## src/rtl/nibble_serial_subtractor_if.sv

```systemverilog
// Operand/result handshake bundle for the nibble-serial subtractor.
// The master drives operands and out_ready; the slave returns the difference and flags.
interface nibble_serial_subtractor_if #(
   parameter int WIDTH = 32
);
   logic             in_valid;
   logic             in_ready;
   logic [WIDTH-1:0] a;
   logic [WIDTH-1:0] b;
   logic             bin;
   logic             out_valid;
   logic             out_ready;
   logic [WIDTH-1:0] diff;
   logic             bout;
   logic             ovf;

   modport master (
      output in_valid, a, b, bin, out_ready,
      input  in_ready, out_valid, diff, bout, ovf
   );

   modport slave (
      input  in_valid, a, b, bin, out_ready,
      output in_ready, out_valid, diff, bout, ovf
   );
endinterface

```

## src/rtl/nibble_serial_subtractor.sv

```systemverilog
// Multi-cycle a - b - bin: one 4-bit carry-skip slice of A + ~B + carry per clock, LSB first.
//
// state | meaning
// IDLE  | waiting for operands, in_ready=1
// RUN   | one nibble of the difference computed per cycle
// DONE  | result held on the bus until out_ready
module nibble_serial_subtractor #(
   parameter int WIDTH = 32
) (
   input  logic                       clk,
   input  logic                       rst_n,
   nibble_serial_subtractor_if.slave  bus
);
   localparam int NIB   = WIDTH / 4;
   localparam int IDX_W = (NIB > 1) ? $clog2(NIB) : 1;
   localparam int MSB   = WIDTH - 1;

   typedef enum logic [1:0] {IDLE, RUN, DONE} state_t;

   state_t           state_q, state_d;
   logic [WIDTH-1:0] a_q, nb_q, diff_q;
   logic             carry_q;
   logic [IDX_W-1:0] idx_q;
   logic             bout_q, ovf_q;

   logic [3:0]       a_nib, nb_nib, p_nib, s_nib;
   logic [4:0]       c_rip;
   logic             carry_next;
   logic             last_nib, accept, drain;

   assign accept   = (state_q == IDLE) && bus.in_valid;
   assign drain    = (state_q == DONE) && bus.out_ready;
   assign last_nib = (idx_q == IDX_W'(NIB - 1));

   // Subtraction as A + ~B + ~bin; a nibble whose bits all propagate skips its carry straight through.
   always_comb begin
      a_nib  = a_q[4*idx_q +: 4];
      nb_nib = nb_q[4*idx_q +: 4];
      p_nib  = a_nib ^ nb_nib;
      s_nib  = 4'b0;
      c_rip  = {4'b0, carry_q};
      for (int i = 0; i < 4; i++) begin
         s_nib[i]   = p_nib[i] ^ c_rip[i];
         c_rip[i+1] = (a_nib[i] & nb_nib[i]) | (p_nib[i] & c_rip[i]);
      end
      carry_next = (&p_nib) ? carry_q : c_rip[4];
   end

   always_ff @(posedge clk or negedge rst_n) begin
      if (!rst_n) state_q <= IDLE;
      else        state_q <= state_d;
   end

   always_comb begin
      state_d = state_q;
      case (state_q)
         IDLE:    if (accept)   state_d = RUN;
         RUN:     if (last_nib) state_d = DONE;
         DONE:    if (drain)    state_d = IDLE;
         default:               state_d = IDLE;
      endcase
   end

   always_ff @(posedge clk or negedge rst_n) begin
      if (!rst_n) begin
         a_q     <= '0;
         nb_q    <= '0;
         diff_q  <= '0;
         carry_q <= 1'b0;
         idx_q   <= '0;
         bout_q  <= 1'b0;
         ovf_q   <= 1'b0;
      end else if (accept) begin
         a_q     <= bus.a;
         nb_q    <= ~bus.b;
         carry_q <= ~bus.bin;
         idx_q   <= '0;
         diff_q  <= '0;
         bout_q  <= 1'b0;
         ovf_q   <= 1'b0;
      end else if (state_q == RUN) begin
         diff_q[4*idx_q +: 4] <= s_nib;
         carry_q              <= carry_next;
         idx_q                <= idx_q + IDX_W'(1);
         if (last_nib) begin
            bout_q <= ~carry_next;
            // s_nib[3] is the final diff MSB; b's MSB is the complement of the latched ~b.
            ovf_q  <= (a_q[MSB] != ~nb_q[MSB]) && (s_nib[3] != a_q[MSB]);
         end
      end
   end

   assign bus.in_ready  = (state_q == IDLE);
   assign bus.out_valid = (state_q == DONE);
   assign bus.diff      = diff_q;
   assign bus.bout      = bout_q;
   assign bus.ovf       = ovf_q;
endmodule
```

## src/flat_wrapper.sv

```systemverilog
// flat-port wrapper written by rule: the top's interface ports become plain ports
module nibble_serial_subtractor_flat 
#(
   parameter int WIDTH = 32
)
  (clk, rst_n, bus_in_valid, bus_a, bus_b, bus_bin, bus_out_ready, bus_in_ready, bus_out_valid, bus_diff, bus_bout, bus_ovf);
  nibble_serial_subtractor_if #(.WIDTH(WIDTH)) bus_i ();
  input  logic clk;
  input  logic rst_n;
  input wire logic [$bits(bus_i.in_valid)-1:0] bus_in_valid;
  input wire logic [$bits(bus_i.a)-1:0] bus_a;
  input wire logic [$bits(bus_i.b)-1:0] bus_b;
  input wire logic [$bits(bus_i.bin)-1:0] bus_bin;
  input wire logic [$bits(bus_i.out_ready)-1:0] bus_out_ready;
  output wire logic [$bits(bus_i.in_ready)-1:0] bus_in_ready;
  output wire logic [$bits(bus_i.out_valid)-1:0] bus_out_valid;
  output wire logic [$bits(bus_i.diff)-1:0] bus_diff;
  output wire logic [$bits(bus_i.bout)-1:0] bus_bout;
  output wire logic [$bits(bus_i.ovf)-1:0] bus_ovf;
  assign bus_i.in_valid = bus_in_valid;
  assign bus_i.a = bus_a;
  assign bus_i.b = bus_b;
  assign bus_i.bin = bus_bin;
  assign bus_i.out_ready = bus_out_ready;
  assign bus_in_ready = bus_i.in_ready;
  assign bus_out_valid = bus_i.out_valid;
  assign bus_diff = bus_i.diff;
  assign bus_bout = bus_i.bout;
  assign bus_ovf = bus_i.ovf;
  nibble_serial_subtractor #(.WIDTH(WIDTH)) u_core (.clk(clk), .rst_n(rst_n), .bus(bus_i));
endmodule
```

## config.mk

```make
export PLATFORM = sky130hd
export DESIGN_NAME = nibble_serial_subtractor_flat
export DESIGN_NICKNAME = d
export VERILOG_FILES = /design/src/rtl/nibble_serial_subtractor_if.sv /design/src/rtl/nibble_serial_subtractor.sv /design/src/flat_wrapper.sv
export SDC_FILE = /design/constraint.sdc
export NUM_CORES = 1
export LEC_CHECK = 0
export CORE_MARGIN = 8
export CORE_UTILIZATION = 40
export DETAILED_ROUTE_END_ITERATION = 8
export GPL_ROUTABILITY_DRIVEN = 1
export PLACE_DENSITY = 0.65
export RECOVER_POWER = 50
export SLEW_MARGIN = 20
export SYNTH_ARGS = -nofsm -noshare
export SYNTH_HDL_FRONTEND = slang
export SYNTH_SLANG_ARGS = --single-unit
```

## constraint.sdc

```tcl
create_clock -name clk -period 9.6 [get_ports clk]
set_clock_uncertainty 0.1 [all_clocks]
set_input_delay 2.4 -clock clk [delete_from_list [all_inputs] [get_ports clk]]
set_output_delay 2.4 -clock clk [all_outputs]
set_load 0.03 [all_outputs]
```

==> impl_results.md, run 1 <==
* Worst path top cell family by delay: buffers and inverters
* CTS Buf Count at 9
* GRT overflow at 0
* Later-pin clock latency in the skew report at 0.34 ns
* Clk sinks at 104
* Worst Tran Pin Value at 1.96 ns
* Die height at 127 um
* # H-tree levels at 3
* Worst Hold Class: reg2reg
* Initial Utilization at 0.412
* Number of global-route vias before repair at 4037
* Share of cells above drive strength 1 at 0.0652
* Status: complete, but fails checks
* Fin. Hold Viols at 0
* Final wirelength at 12.0 mm
* WP depth at 5
* EDFF count, synth at 0
* Max Fclk at 198 MHz
* Mapped Nets at 575
* DR pass1 iterations at 4
* Layout Area Growth over Synthesis at 29.5%
* Register area at 2600 um2
* First-pass GRT wire length at 20.3 mm
* Setup crit end kind: flip-flop
* RR Endpoint: u_core.bus.diff[27]
* Placeable Area at 12100 um2
* Worst EP required at 9.72 ns
* Smallest hold slack at 0.374 ns
* Worst Path Max Fanout at 47
* Post-CTS Setup Bufs at 0
* Post-cts resize count at 0
* Root Driver: clkbuf_16
* Synthesized flop and latch total at 104
* Die area at 16200 um2
* Worst R2R Path Depth at 13
* GRT Total Usage at 0.153
* Ant diodes at 0
* Sequential share of the synthesized area at 0.524
* Row cnt at 40
* Final setup fails at 0
* Max cap viols at 3
* Post-route ant nets at 0
* Nets at 662
* CP max stage cell: clkbuf_1
* Synth cell types at 44
* R2r setup slk at 5.29 ns
* Hold buffer count at CTS at 0
* Fin cells at 751
* Setup TNS at 0 ns
* Initial antenna violation count at 0
* VDD IR max at 0.172 mV
* Drc violations at 0
* Worst Path Arrival at 5.16 ns
* CTS tree: yes
* Ys flop type: dfrtp_1
* Max_slew headroom at -0.308
* Worst setup path end: u_core.bus.diff[4]
* Wire per inst at 16.0 um
* Warnings, synthesis at 0
* Critical Path Max Stage Delay at 1.42 ns
* Fillers at 1111
* Clock-pin slew on the worst setup and hold paths at 0.07 ns
* Routability cong. at 0.755
* Routed vias/inst at 5.03
* Leakage at 0.00297 uW
* Failing checks: capacitance limit, slew limit
* Worst Path Buf+Inv at 2
* Crit path launch: bus_in_valid
* Asr flop ratio synth at 1.00
* Multi-input logic area at 2190 um2
* RSZ-0062 raised after global routing: false
* Startpoint types: input port
* Total power at 2370 uW
* Mapped Cells at 491
* Final period util at 0.525
* Bufs on Longest Clock Path at 2
* Critical-path cell list: dlygate4sd3_1, nor3b_1, clkbuf_1, a31oi_1, a22o_1
* DR vias at 3774
* Largest net degree at the start of global routing at 122
* Reg-to-Reg Start: u_core.idx_q[0]
* Setup CP Type: in2reg
* Chip Width at 127 um
* Post-detail-place hpwl at 8.57 mm
* Dpl cells at 734
* Pwr Density at 368 nW/um2
* Post-Synthesis Cell Area at 4970 um2
* Min cycle time layout at 5.04 ns
* I/O pin count at 105
* Port bufs at 104
* Initial drt markers at 254
* Mean Syn Cell Area at 10.1 um2
* Fin. max-slew vios at 112
cells in the mapped netlist, types with 3 or more instances:
| library cell | count | share of area |
|---|---|---|
| nand4_1 | 8 | 0.010 |
| nor4bb_1 | 4 | 0.0081 |
| and4b_1 | 3 | 0.0060 |
| mux4_2 | 15 | 0.068 |
| mux2i_1 | 14 | 0.028 |
| o2bb2ai_1 | 4 | 0.0071 |
| buf_2 | 5 | 0.0050 |
| a22o_1 | 4 | 0.0071 |
| nand2_1 | 170 | 0.13 |
| nand3b_1 | 4 | 0.0060 |
| clkbuf_1 | 19 | 0.014 |
| o31ai_1 | 4 | 0.0060 |
| nor2_1 | 3 | 0.0023 |
| buf_1 | 6 | 0.0045 |
| fa_1 | 4 | 0.016 |
| dfrtp_1 | 104 | 0.52 |
| nand3_1 | 6 | 0.0060 |
| ha_1 | 11 | 0.028 |
| nor3b_1 | 3 | 0.0045 |
| a21oi_1 | 9 | 0.0091 |
| and2_1 | 7 | 0.0088 |
| inv_1 | 7 | 0.0053 |
| o21ai_0 | 44 | 0.044 |
| clkbuf_2 | 3 | 0.0030 |
report_power, final:
group	internal [uW]	leakage, uW	total [uW]	switching [uW]
Clock	210	0.000145	375	164
Sequential	626	0.00134	756	130
Combinational	519	0.00149	1230	716
final cells by class:
cell class              count  area share
clock buffers              10      0.0371
clock inverters             6      0.0105
inverters                   8     0.00467
multi-input cells         345       0.341
flip-flops and latches    104       0.404
well taps                 168      0.0327
repair buffers            110       0.170
cells by family (layout without fill, tap and decap cells):
family | count (synthesis) | in the layout | synth area share
compound gates | 72 | 72 | 0.0844
mux | 31 | 31 | 0.104
buf+inv | 42 | 134 | 0.0353
flops | 104 | 104 | 0.524
simple gates | 227 | 227 | 0.209
fa+ha+maj | 15 | 15 | 0.0438
stage by stage:
stage	utilization	worst slack (ns)	area, um2
floorplan	-	6.00	4970
global placement	0.507	5.17	6120
detailed placement	0.507	5.14	6120
CTS	0.533	5.10	6420
global route	0.534	4.17	6430
finish	0.534	4.56	6430
how the worst min path moves through the flow:
stage              startpoint              to  slack (ns)  cells past startpoint
3_5_place_dp   u_core.a_q[29]  u_core.a_q[29]        0.36                      2
5_1_grt         u_core.a_q[4]   u_core.a_q[4]        0.40                      2
2_1_floorplan  u_core.a_q[10]  u_core.a_q[10]        0.34                      2
4_1_cts        u_core.a_q[29]  u_core.a_q[29]        0.38                      2
6_report        u_core.a_q[3]   u_core.a_q[3]        0.37                      2
3_3_place_gp   u_core.a_q[25]  u_core.a_q[25]        0.35                      2
flip-flops by register name, indices dropped and copies added, names as in the netlist:
signal / count
u_core.a_q: 32
u_core.bus.diff: 32
u_core.nb_q: 32
u_core.idx_q: 3
u_core.state_q: 2
u_core.bus.bout: 1
u_core.bus.ovf: 1
u_core.carry_q: 1
worst register-to-register path, cell delays in order (launching register included):
cell and delay, ns:
dfrtp_1 0.77, buf_4 0.39, mux4_2 0.54, nand2_1 0.09, nand2_1 0.10, fa_1 0.38
inv_1 0.09, fa_1 0.18, fa_1 0.16, inv_1 0.05, fa_1 0.72, nor4bb_1 0.35
nand4_1 0.14, a21oi_1 0.16
layer usage:
layer / global-route usage / up-vias / wire length (um)
met5: 0 / - / 0
met4: 0.0357 / 0 / 112
met3: 0.0333 / 11 / 681
met2: 0.255 / 98 / 5800
met1: 0.200 / 1815 / 5410
li1: - / 1850 / -
cell usage in the layout (no fill, tap or decap), types with 7 or more instances in the layout:
cell / Yosys / final
o21ai_0: 44 / 44
mux4_2: 15 / 15
nand4_1: 8 / 8
a21oi_1: 9 / 9
clkdlybuf4s50_1: 0 / 101
and2_1: 7 / 7
inv_1: 7 / 7
mux2i_1: 14 / 14
ha_1: 11 / 11
dfrtp_1: 104 / 104
nand2_1: 170 / 170
clkbuf_16: 0 / 9
No activity file was read; power rests on OpenSTA's default activity.
==> run 2, diff against run 1 <==
PLACE_DENSITY = 0.68   (was 0.65)
clock period = 4.36 ns   (was 9.6 ns; I/O delays follow)
==> run 2 against run 1 <==
  * The flow still finishes with violations (capacitance limit, slew limit)
  * Global-route usage increased by 0.60 points
  * Die area unchanged
  * Sequential power increased by 130%
  * Critical path type is now reg2reg
==> impl_results.md, run 2 (synthesized netlist as in run 1, its figures left out) <==
* Nets at 663 (+0.15%)
* Fin. max-slew vios at 96 (-14%)
* Layout Area Growth over Synthesis at 29.5% (unchanged)
* Drc violations at 0 (unchanged)
* Number of global-route vias before repair at 4210 (+4.3%)
* Core Util, Final at 0.534 (unchanged)
* Worst Tran Pin Value at 2.64 ns (+0.674 ns)
* Row cnt at 40 (unchanged)
* # H-tree levels at 3 (unchanged)
* Status: complete, but fails checks
* Bufs on Longest Clock Path at 2 (unchanged)
* DR vias at 3856 (+2.2%)
* Worst Path Max Fanout at 16 (-66%)
* Max cap viols at 2 (-1)
* Most common cell after layout, fill and taps aside: nand2_1
* Chip Width at 127 um (unchanged)
* Clk sinks at 104 (unchanged)
* Post-detail-place hpwl at 9.11 mm (+6.3%)
* Post-route ant nets at 0 (unchanged)
* VDD IR max at 0.352 mV (+100%)
* Initial antenna violation count at 0 (unchanged)
* Root Driver: clkbuf_16
* Clock share of power at 0.162 (+0.004)
* Clock-pin slew on the worst setup and hold paths at 0.07 ns (about the same)
* Max_slew headroom at -0.757 (-0.449)
* Seq pwr share at 0.327 (+0.007)
* GRT overflow at 0 (unchanged)
* Post-cts resize count at 0 (unchanged)
* Final period util at 0.891
* Failing checks: capacitance limit, slew limit
* Setup TNS at 0 ns (unchanged)
* Largest net degree at the start of global routing at 63 (-48%)
* Wire per inst at 16.6 um (+3.8%)
* DR pass1 iterations at 4 (unchanged)
* Commonest non-fill, non-tap cells in the layout: nand2_1, dfrtp_1, clkdlybuf4s50_1, o21ai_0, mux4_2
* Net Sw Power at 2240 uW (+120%)
* Worst Path Arrival at 3.92 ns (-1.24 ns)
* Combinational share of power at 0.510 (-0.012)
* RSZ-0062 raised after global routing: false
* Total power at 5230 uW (+120%)
* R2r setup slk at 0.48 ns (-4.81 ns)
* Worst EP required at 4.40 ns (-5.32 ns)
* Leakage at 0.00298 uW (+0.16%)
* Min cycle time layout at 3.88 ns
* CTS tree: yes
* Fin. Hold Viols at 0 (unchanged)
* Pwr Density at 812 nW/um2 (+120%)
* Placeable Area at 12100 um2 (unchanged)
* Final wirelength at 12.5 mm (+3.9%)
* Internal at 2990 uW (+120%)
* Share of cells above drive strength 1 at 0.0668 (+0.00160)
* Worst Hold Class: reg2reg
* Sw frac at 0.428 (+0.00146)
* Routed vias/inst at 5.13 (+2.0%)
* I/O pin count at 105 (unchanged)
* Post-CTS Setup Bufs at 0 (unchanged)
* Setup CP Type: reg2reg
* Initial Utilization at 0.412 (unchanged)
* Later-pin clock latency in the skew report at 0.35 ns (about the same)
* Die height at 127 um (unchanged)
* Die area at 16200 um2 (unchanged)
* Startpoint types: flip-flop
* Setup crit end kind: flip-flop
* Final setup fails at 0 (unchanged)
* Ant diodes at 0 (unchanged)
* CTS Buf Count at 9 (unchanged)
* Hold buffer count at CTS at 0 (unchanged)
* Port bufs at 104 (unchanged)
* Max Fclk at 257 MHz
* Routability cong. at 0.808 (+7.1%)
* First-pass GRT wire length at 20.9 mm (+2.9%)
* GRT Total Usage at 0.159 (+0.00597)
* Fillers at 1111 (unchanged)
* Initial drt markers at 397 (+56%)
run 2: cell count changes in the layout (fill, tap and decap cells not counted), sizes merged:
cell           change
clkdlybuf4s50      +1
inv                +2
dlygate4sd3        -1
buf                -1
clkinvlp           -1
clkinv             -1
clkbuf             +2
run 2: routing by layer:
layer	GRT usage	up-vias	wire (um)	share of wire
li1	-	1858	-	-
met1	0.195	1880	5490	0.44
met5	0	-	0	0
met4	0.0567	0	193	0.015
met2	0.268	102	6110	0.49
met3	0.0370	16	678	0.054
run 2: critical path, stage by stage (launching register included):
cell	delay (ns)
dfrtp_1	0.78
clkbuf_1	0.39
mux4_2	0.27
nand2_1	0.06
and2_1	0.18
fa_1	0.44
fa_1	0.39
inv_1	0.10
fa_1	0.56
and4b_1	0.25
nand4_1	0.08
a21oi_1	0.07
run 2: final timing paths:
kind / start / endpoint / cells after the start
min in group asynchronous: rst_n / u_core.bus.diff[16] / 1
worst min register to register: u_core.nb_q[5] / u_core.nb_q[5] / 2
worst min-delay path: u_core.nb_q[5] / u_core.nb_q[5] / 2
max in group asynchronous: rst_n / u_core.a_q[2] / 2
worst max register to register: u_core.idx_q[1] / u_core.bus.diff[11] / 11
worst max-delay path: u_core.idx_q[1] / u_core.bus.diff[11] / 11
run 2: final cells by class:
class | instances | area, um2 | share of cell area
clock buffer | 10 | 239 | 0.0371
clock inverter | 6 | 72.6 | 0.0113
inverter | 8 | 30.0 | 0.00467
multi-input combinational | 345 | 2190 | 0.341
sequential | 104 | 2600 | 0.404
tap | 168 | 210 | 0.0327
timing repair buffer | 111 | 1090 | 0.169
run 2: power by group through the flow:
| stage | registers, uW | logic [uW] | clock network (uW) |
|---|---|---|---|
| floorplan | 1780 | 1720 | 0 |
| global placement | 1730 | 2600 | 0 |
| detailed placement | 1730 | 2670 | 0 |
| CTS | 1710 | 2700 | 860 |
| global route | 1770 | 2950 | 898 |
| finish | 1710 | 2670 | 848 |
run 2: metrics by stage:
step / hold WS, ns / instance area, um2 / std cells / setup slack, ns
2_1_floorplan: 0.340 / 4970 / 491 / 0.816
3_3_place_gp: 0.362 / 6140 / 736 / 0.678
3_5_place_dp: 0.359 / 6140 / 736 / 0.610
4_1_cts: 0.375 / 6460 / 752 / 0.566
5_1_grt: 0.404 / 6430 / 752 / 0.177
6_report: 0.373 / 6430 / 752 / 0.475
==> run 3, diff against run 2 <==
RECOVER_POWER = 25   (was 50)
==> run 3 against run 2 <==
  * Hold slack about the same
  * The flow still finishes with violations (capacitance limit, slew limit)
  * Final cell count is the same
  * Critical endpoint is now u_core.bus.diff[27]
  * Sequential share of layout area is 0.094 points lower
  * Wire length barely moved
==> impl_results.md, run 3 (synthesized netlist as in run 1, its figures left out) <==
* Die height at 127 um (unchanged)
* Hold buffer count at CTS at 0 (unchanged)
* Layout Area Growth over Synthesis at 29.8%
* Failing checks: capacitance limit, slew limit
* Die area at 16200 um2 (unchanged)
* Max Fclk at 263 MHz (+2.2%)
* Clock-pin slew on the worst setup and hold paths at 0.07 ns (about the same)
* Number of global-route vias before repair at 4210 (unchanged)
* Ant diodes at 0 (unchanged)
* Worst Path Arrival at 3.97 ns (+0.05 ns)
* Placeable Area at 12100 um2 (unchanged)
* Status: complete, but fails checks
* Final wirelength at 12.5 mm (about the same)
* Routed vias/inst at 5.13 (about the same)
* Row cnt at 40 (unchanged)
* Fin. max-slew vios at 48 (-50%)
* Startpoint types: flip-flop
* Worst path top cell family by delay: adder cells
* Post-cts resize count at 0 (unchanged)
* Worst Path Max Fanout at 10 (-6)
* Initial antenna violation count at 0 (unchanged)
* Bufs on Longest Clock Path at 2 (unchanged)
* Worst EP required at 4.53 ns (+0.13 ns)
* # H-tree levels at 3 (unchanged)
* Leakage at 0.00299 uW (+0.34%)
* Post-detail-place hpwl at 9.11 mm (unchanged)
* First-pass GRT wire length at 20.9 mm (unchanged)
* Routability cong. at 0.808 (unchanged)
* Worst Path Buf+Inv at 2 (unchanged)
* Min cycle time layout at 3.80 ns (-0.0840 ns)
* Max cap viols at 1 (-1)
* Post-route ant nets at 0 (unchanged)
* Nets at 663 (unchanged)
* Total power at 5240 uW (+0.24%)
* Final period util at 0.872 (-0.0193)
* Chip Width at 127 um (unchanged)
* RSZ-0062 raised after global routing: false
* Critical Path Max Stage Delay at 0.70 ns (-0.08 ns)
* Commonest non-fill, non-tap cells in the layout: nand2_1, dfrtp_1, clkdlybuf4s50_1, o21ai_0, mux4_2
* Later-pin clock latency in the skew report at 0.34 ns (about the same)
* Setup TNS at 0 ns (unchanged)
* Final setup fails at 0 (unchanged)
* Worst Hold Class: reg2reg
* Largest net degree at the start of global routing at 63 (unchanged)
* CTS Buf Count at 9 (unchanged)
* Initial Utilization at 0.412 (unchanged)
* Fin. Hold Viols at 0 (unchanged)
* Share of cells above drive strength 1 at 0.0719 (+0.00514)
* DR vias at 3859 (+0.078%)
* CTS tree: yes
* GRT overflow at 0 (unchanged)
* DR pass1 iterations at 4 (unchanged)
* CP max stage cell: fa_1
* VDD IR max at 0.357 mV (+1.4%)
* GRT Total Usage at 0.159 (unchanged)
* Cell mode on critical path: fa_1
* Setup CP Type: reg2reg
* Port bufs at 104 (unchanged)
* Initial drt markers at 393 (-1.0%)
* Setup crit end kind: flip-flop
* Post-CTS Setup Bufs at 0 (unchanged)
* I/O pin count at 105 (unchanged)
* Root Driver: clkbuf_16
* Critical-path cell list: mux4_2, nand2_1, nand2_1, fa_1, inv_1, fa_1, fa_1, inv_1, fa_1, nor4bb_1, nand4_1, a21oi_1
* Wire per inst at 16.6 um (about the same)
* Worst Tran Pin Value at 2.61 ns (-0.0251 ns)
* Most common cell after layout, fill and taps aside: nand2_1
* Drc violations at 0 (unchanged)
* Max_slew headroom at -0.740 (+0.0167)
* Pwr Density at 813 nW/um2 (about the same)
* Clk sinks at 104 (unchanged)
## run 3: worst paths after layout
path	end	start	cells after the start	slack, ns
min in group asynchronous	u_core.bus.diff[16]	rst_n	1	1.45
worst max-delay path	u_core.bus.diff[27]	u_core.idx_q[0]	12	0.56
max in group asynchronous	u_core.a_q[15]	rst_n	2	0.99
worst max register to register	u_core.bus.diff[27]	u_core.idx_q[0]	12	0.56
worst min-delay path	u_core.nb_q[5]	u_core.nb_q[5]	2	0.37
worst min register to register	u_core.nb_q[5]	u_core.nb_q[5]	2	0.37
## run 3: through the flow
step | hold WS, ns | worst slack, ns | util | cells | cell area, um2
6_report | 0.373 | 0.559 | 0.535 | 752 | 6450
5_1_grt | 0.404 | 0.298 | 0.535 | 752 | 6450
4_1_cts | 0.375 | 0.566 | 0.535 | 752 | 6460
3_5_place_dp | 0.359 | 0.610 | 0.509 | 736 | 6140
3_3_place_gp | 0.362 | 0.678 | 0.509 | 736 | 6140
2_1_floorplan | 0.340 | 0.816 | - | 491 | 4970
## run 3: cell type report
| type | instances | area, um2 |
|---|---|---|
| Timing Repair Buffer | 111 | 1100 |
| Tap cell | 168 | 210 |
| Clock inverter | 6 | 72.6 |
| Inverter | 8 | 30.0 |
| Multi-Input combinational cell | 345 | 2200 |
| Fill cell | 1109 | 5610 |
| Sequential cell | 104 | 2600 |
| Clock buffer | 10 | 239 |
## run 3: power by group
group          internal (uW)  leakage (uW)  switching, uW
Sequential              1380       0.00134            333
Combinational           1150       0.00150           1540
Clock                    469      0.000150            378
## run 3: worst reg2reg max path: stages, from the launching register on
cell and delay [ns]:
dfrtp_1 0.68, mux4_2 0.57, nand2_1 0.08, nand2_1 0.10, fa_1 0.39, inv_1 0.08, fa_1 0.19, fa_1 0.18
inv_1 0.07, fa_1 0.70, nor4bb_1 0.32, nand4_1 0.12, a21oi_1 0.15
## run 3: routing by layer
layer | routed length (um) | GRT usage
met5 | 0 | 0
met4 | 138 | 0.0567
met3 | 800 | 0.0370
met2 | 6150 | 0.268
met1 | 5380 | 0.195
==> edit (config.mk and constraints of run 2) <==
`WIDTH` is set to 32 in 3 places; all go to 16.
--- a/src/rtl/nibble_serial_subtractor_if.sv
+++ b/src/rtl/nibble_serial_subtractor_if.sv
@@ -1,7 +1,7 @@
 // Operand/result handshake bundle for the nibble-serial subtractor.
 // The master drives operands and out_ready; the slave returns the difference and flags.
 interface nibble_serial_subtractor_if #(
-   parameter int WIDTH = 32
+   parameter int WIDTH = 16
 );
    logic             in_valid;
    logic             in_ready;
--- a/src/rtl/nibble_serial_subtractor.sv
+++ b/src/rtl/nibble_serial_subtractor.sv
@@ -5,7 +5,7 @@
 // RUN   | one nibble of the difference computed per cycle
 // DONE  | result held on the bus until out_ready
 module nibble_serial_subtractor #(
-   parameter int WIDTH = 32
+   parameter int WIDTH = 16
 ) (
    input  logic                       clk,
    input  logic                       rst_n,
--- a/src/flat_wrapper.sv
+++ b/src/flat_wrapper.sv
@@ -1,7 +1,7 @@
 // flat-port wrapper written by rule: the top's interface ports become plain ports
 module nibble_serial_subtractor_flat 
 #(
-   parameter int WIDTH = 32
+   parameter int WIDTH = 16
 )
   (clk, rst_n, bus_in_valid, bus_a, bus_b, bus_bin, bus_out_ready, bus_in_ready, bus_out_valid, bus_diff, bus_bout, bus_ovf);
   nibble_serial_subtractor_if #(.WIDTH(WIDTH)) bus_i ();
Interface: changed (resized bus_a, bus_b and bus_diff); port bits go from 105 to 57. No check against the original RTL was run, so the function may have changed too.
==> edit against run 2 <==
- non-clock buffer count down 51
- setup slack improved by 0.63 ns
- routed wire length is 54% lower
- sequential cell count decreased by 49
- worst hold slack improved by 0.0080 ns
- the flow still finishes with violations (max-capacitance violations, max-slew violations)
- power is 49% lower
- combinational power is 46% lower
- design area fell by 48%
- synthesized area down 45%
==> edit: results (changes against run 2) <==
Signal buf overhead 17.0% (was 16.9%); Layout clock area frac 3.04% (was 4.84%); sequential cell area 1380 sq um (was 2600 sq um); Seq cells post-synth 55 (was 104); H-tree depth 2 (was 3); WL/cell 15.5 um (was 16.6 um); nonclk buf count 60 (was 111); sw frac 43.4% (was 42.8%); gp weighted congestion 0.825 (was 0.808); Max-Cap Viols 1 (was 2); failing checks max-capacitance violations, max-slew violations (unchanged); leakage power 1.56 nW (was 2.98 nW); clock buf count 6 (was 10); outcome finished with violations (unchanged); Reg clk slew, reported paths 0.09 ns (was 0.07 ns); slowest stage cell on the critical path clkbuf_1 (was dfrtp_1); vias in the first global route 2025 (was 4210); synthesized instance count 240 (was 491); peak supply drop 0.316 mV (was 0.352 mV); Crit Path Category in -> async (was reg -> reg); cts bufs inserted 5 (was 9); GRT Util Overall 12.6% (was 15.9%); max-slew violations 32 (was 96); Fill cells 633 (was 1111); DRT iter0 DRCs 76 (was 397); most instantiated cells after synthesis nand2_1 (68), dfrtp_1 (55), o21ai_2 (16) (was nand2_1 (170), dfrtp_1 (104), o21ai_0 (44)); family with the most delay on the worst path buffers and inverters (was adder cells); first-pass GRT wire length 9900 um (was 20900 um); final non-filler cell total 373 (was 752); Critical Path AT 3.28 ns (was 3.92 ns)
edit: layer usage:
metal	GRT usage, %	up-vias	wire length [um]
li1	-	922	-
met1	16.3	876	2790
met2	19.7	54	2620
met4	4.37	0	73
met5	0	-	0
met3	3.45	7	309
edit: cells by family (layout without fill, tap and decap cells):
family,Yosys count,count (layout),share of synthesized area [%]
simple gates,92,92,15.8
flops,55,55,50.4
compound gates,45,45,13.9
buf+inv,27,80,6.32
fa+ha+maj,12,12,6.60
mux,9,9,6.97
edit: metrics by stage:
step                      area (sq um)  utilization, %  hold WS (ns)  setup WS, ns  power, W
after floorplan                   2730               -         0.339          1.22   0.00197
after global placement            3290            49.3         0.356          1.18   0.00234
after detailed placement          3290            49.3         0.358          1.12   0.00237
after CTS                         3390            50.8         0.381          1.10   0.00270
after global routing              3370            50.5         0.411         0.495   0.00288
final                             3370            50.5         0.381          1.10   0.00266
edit: path summary, 6_finish.rpt:
| kind | from | end | slack (ns) | cells after the start |
|---|---|---|---|---|
| setup / recovery | rst_n | u_core.bus.diff[10] | 1.10 | 2 |
| hold / removal | u_core.a_q[7] | u_core.a_q[7] | 0.38 | 2 |
| setup reg to reg | u_core.idx_q[0] | u_core.bus.ovf | 1.11 | 10 |
| hold reg to reg | u_core.a_q[7] | u_core.a_q[7] | 0.38 | 2 |
| max in group clk | u_core.idx_q[0] | u_core.bus.ovf | 1.11 | 10 |
| min in group asynchronous | rst_n | u_core.nb_q[10] | 0.96 | 1 |
edit: power groups by stage:
stage	logic (W)	registers (W)	clock network (W)
after floorplan	0.00105	0.000924	0
after global placement	0.00143	0.000916	0
after detailed placement	0.00146	0.000917	0
after CTS	0.00146	0.000908	0.000331
after global routing	0.00159	0.000939	0.000351
final	0.00143	0.000903	0.000326
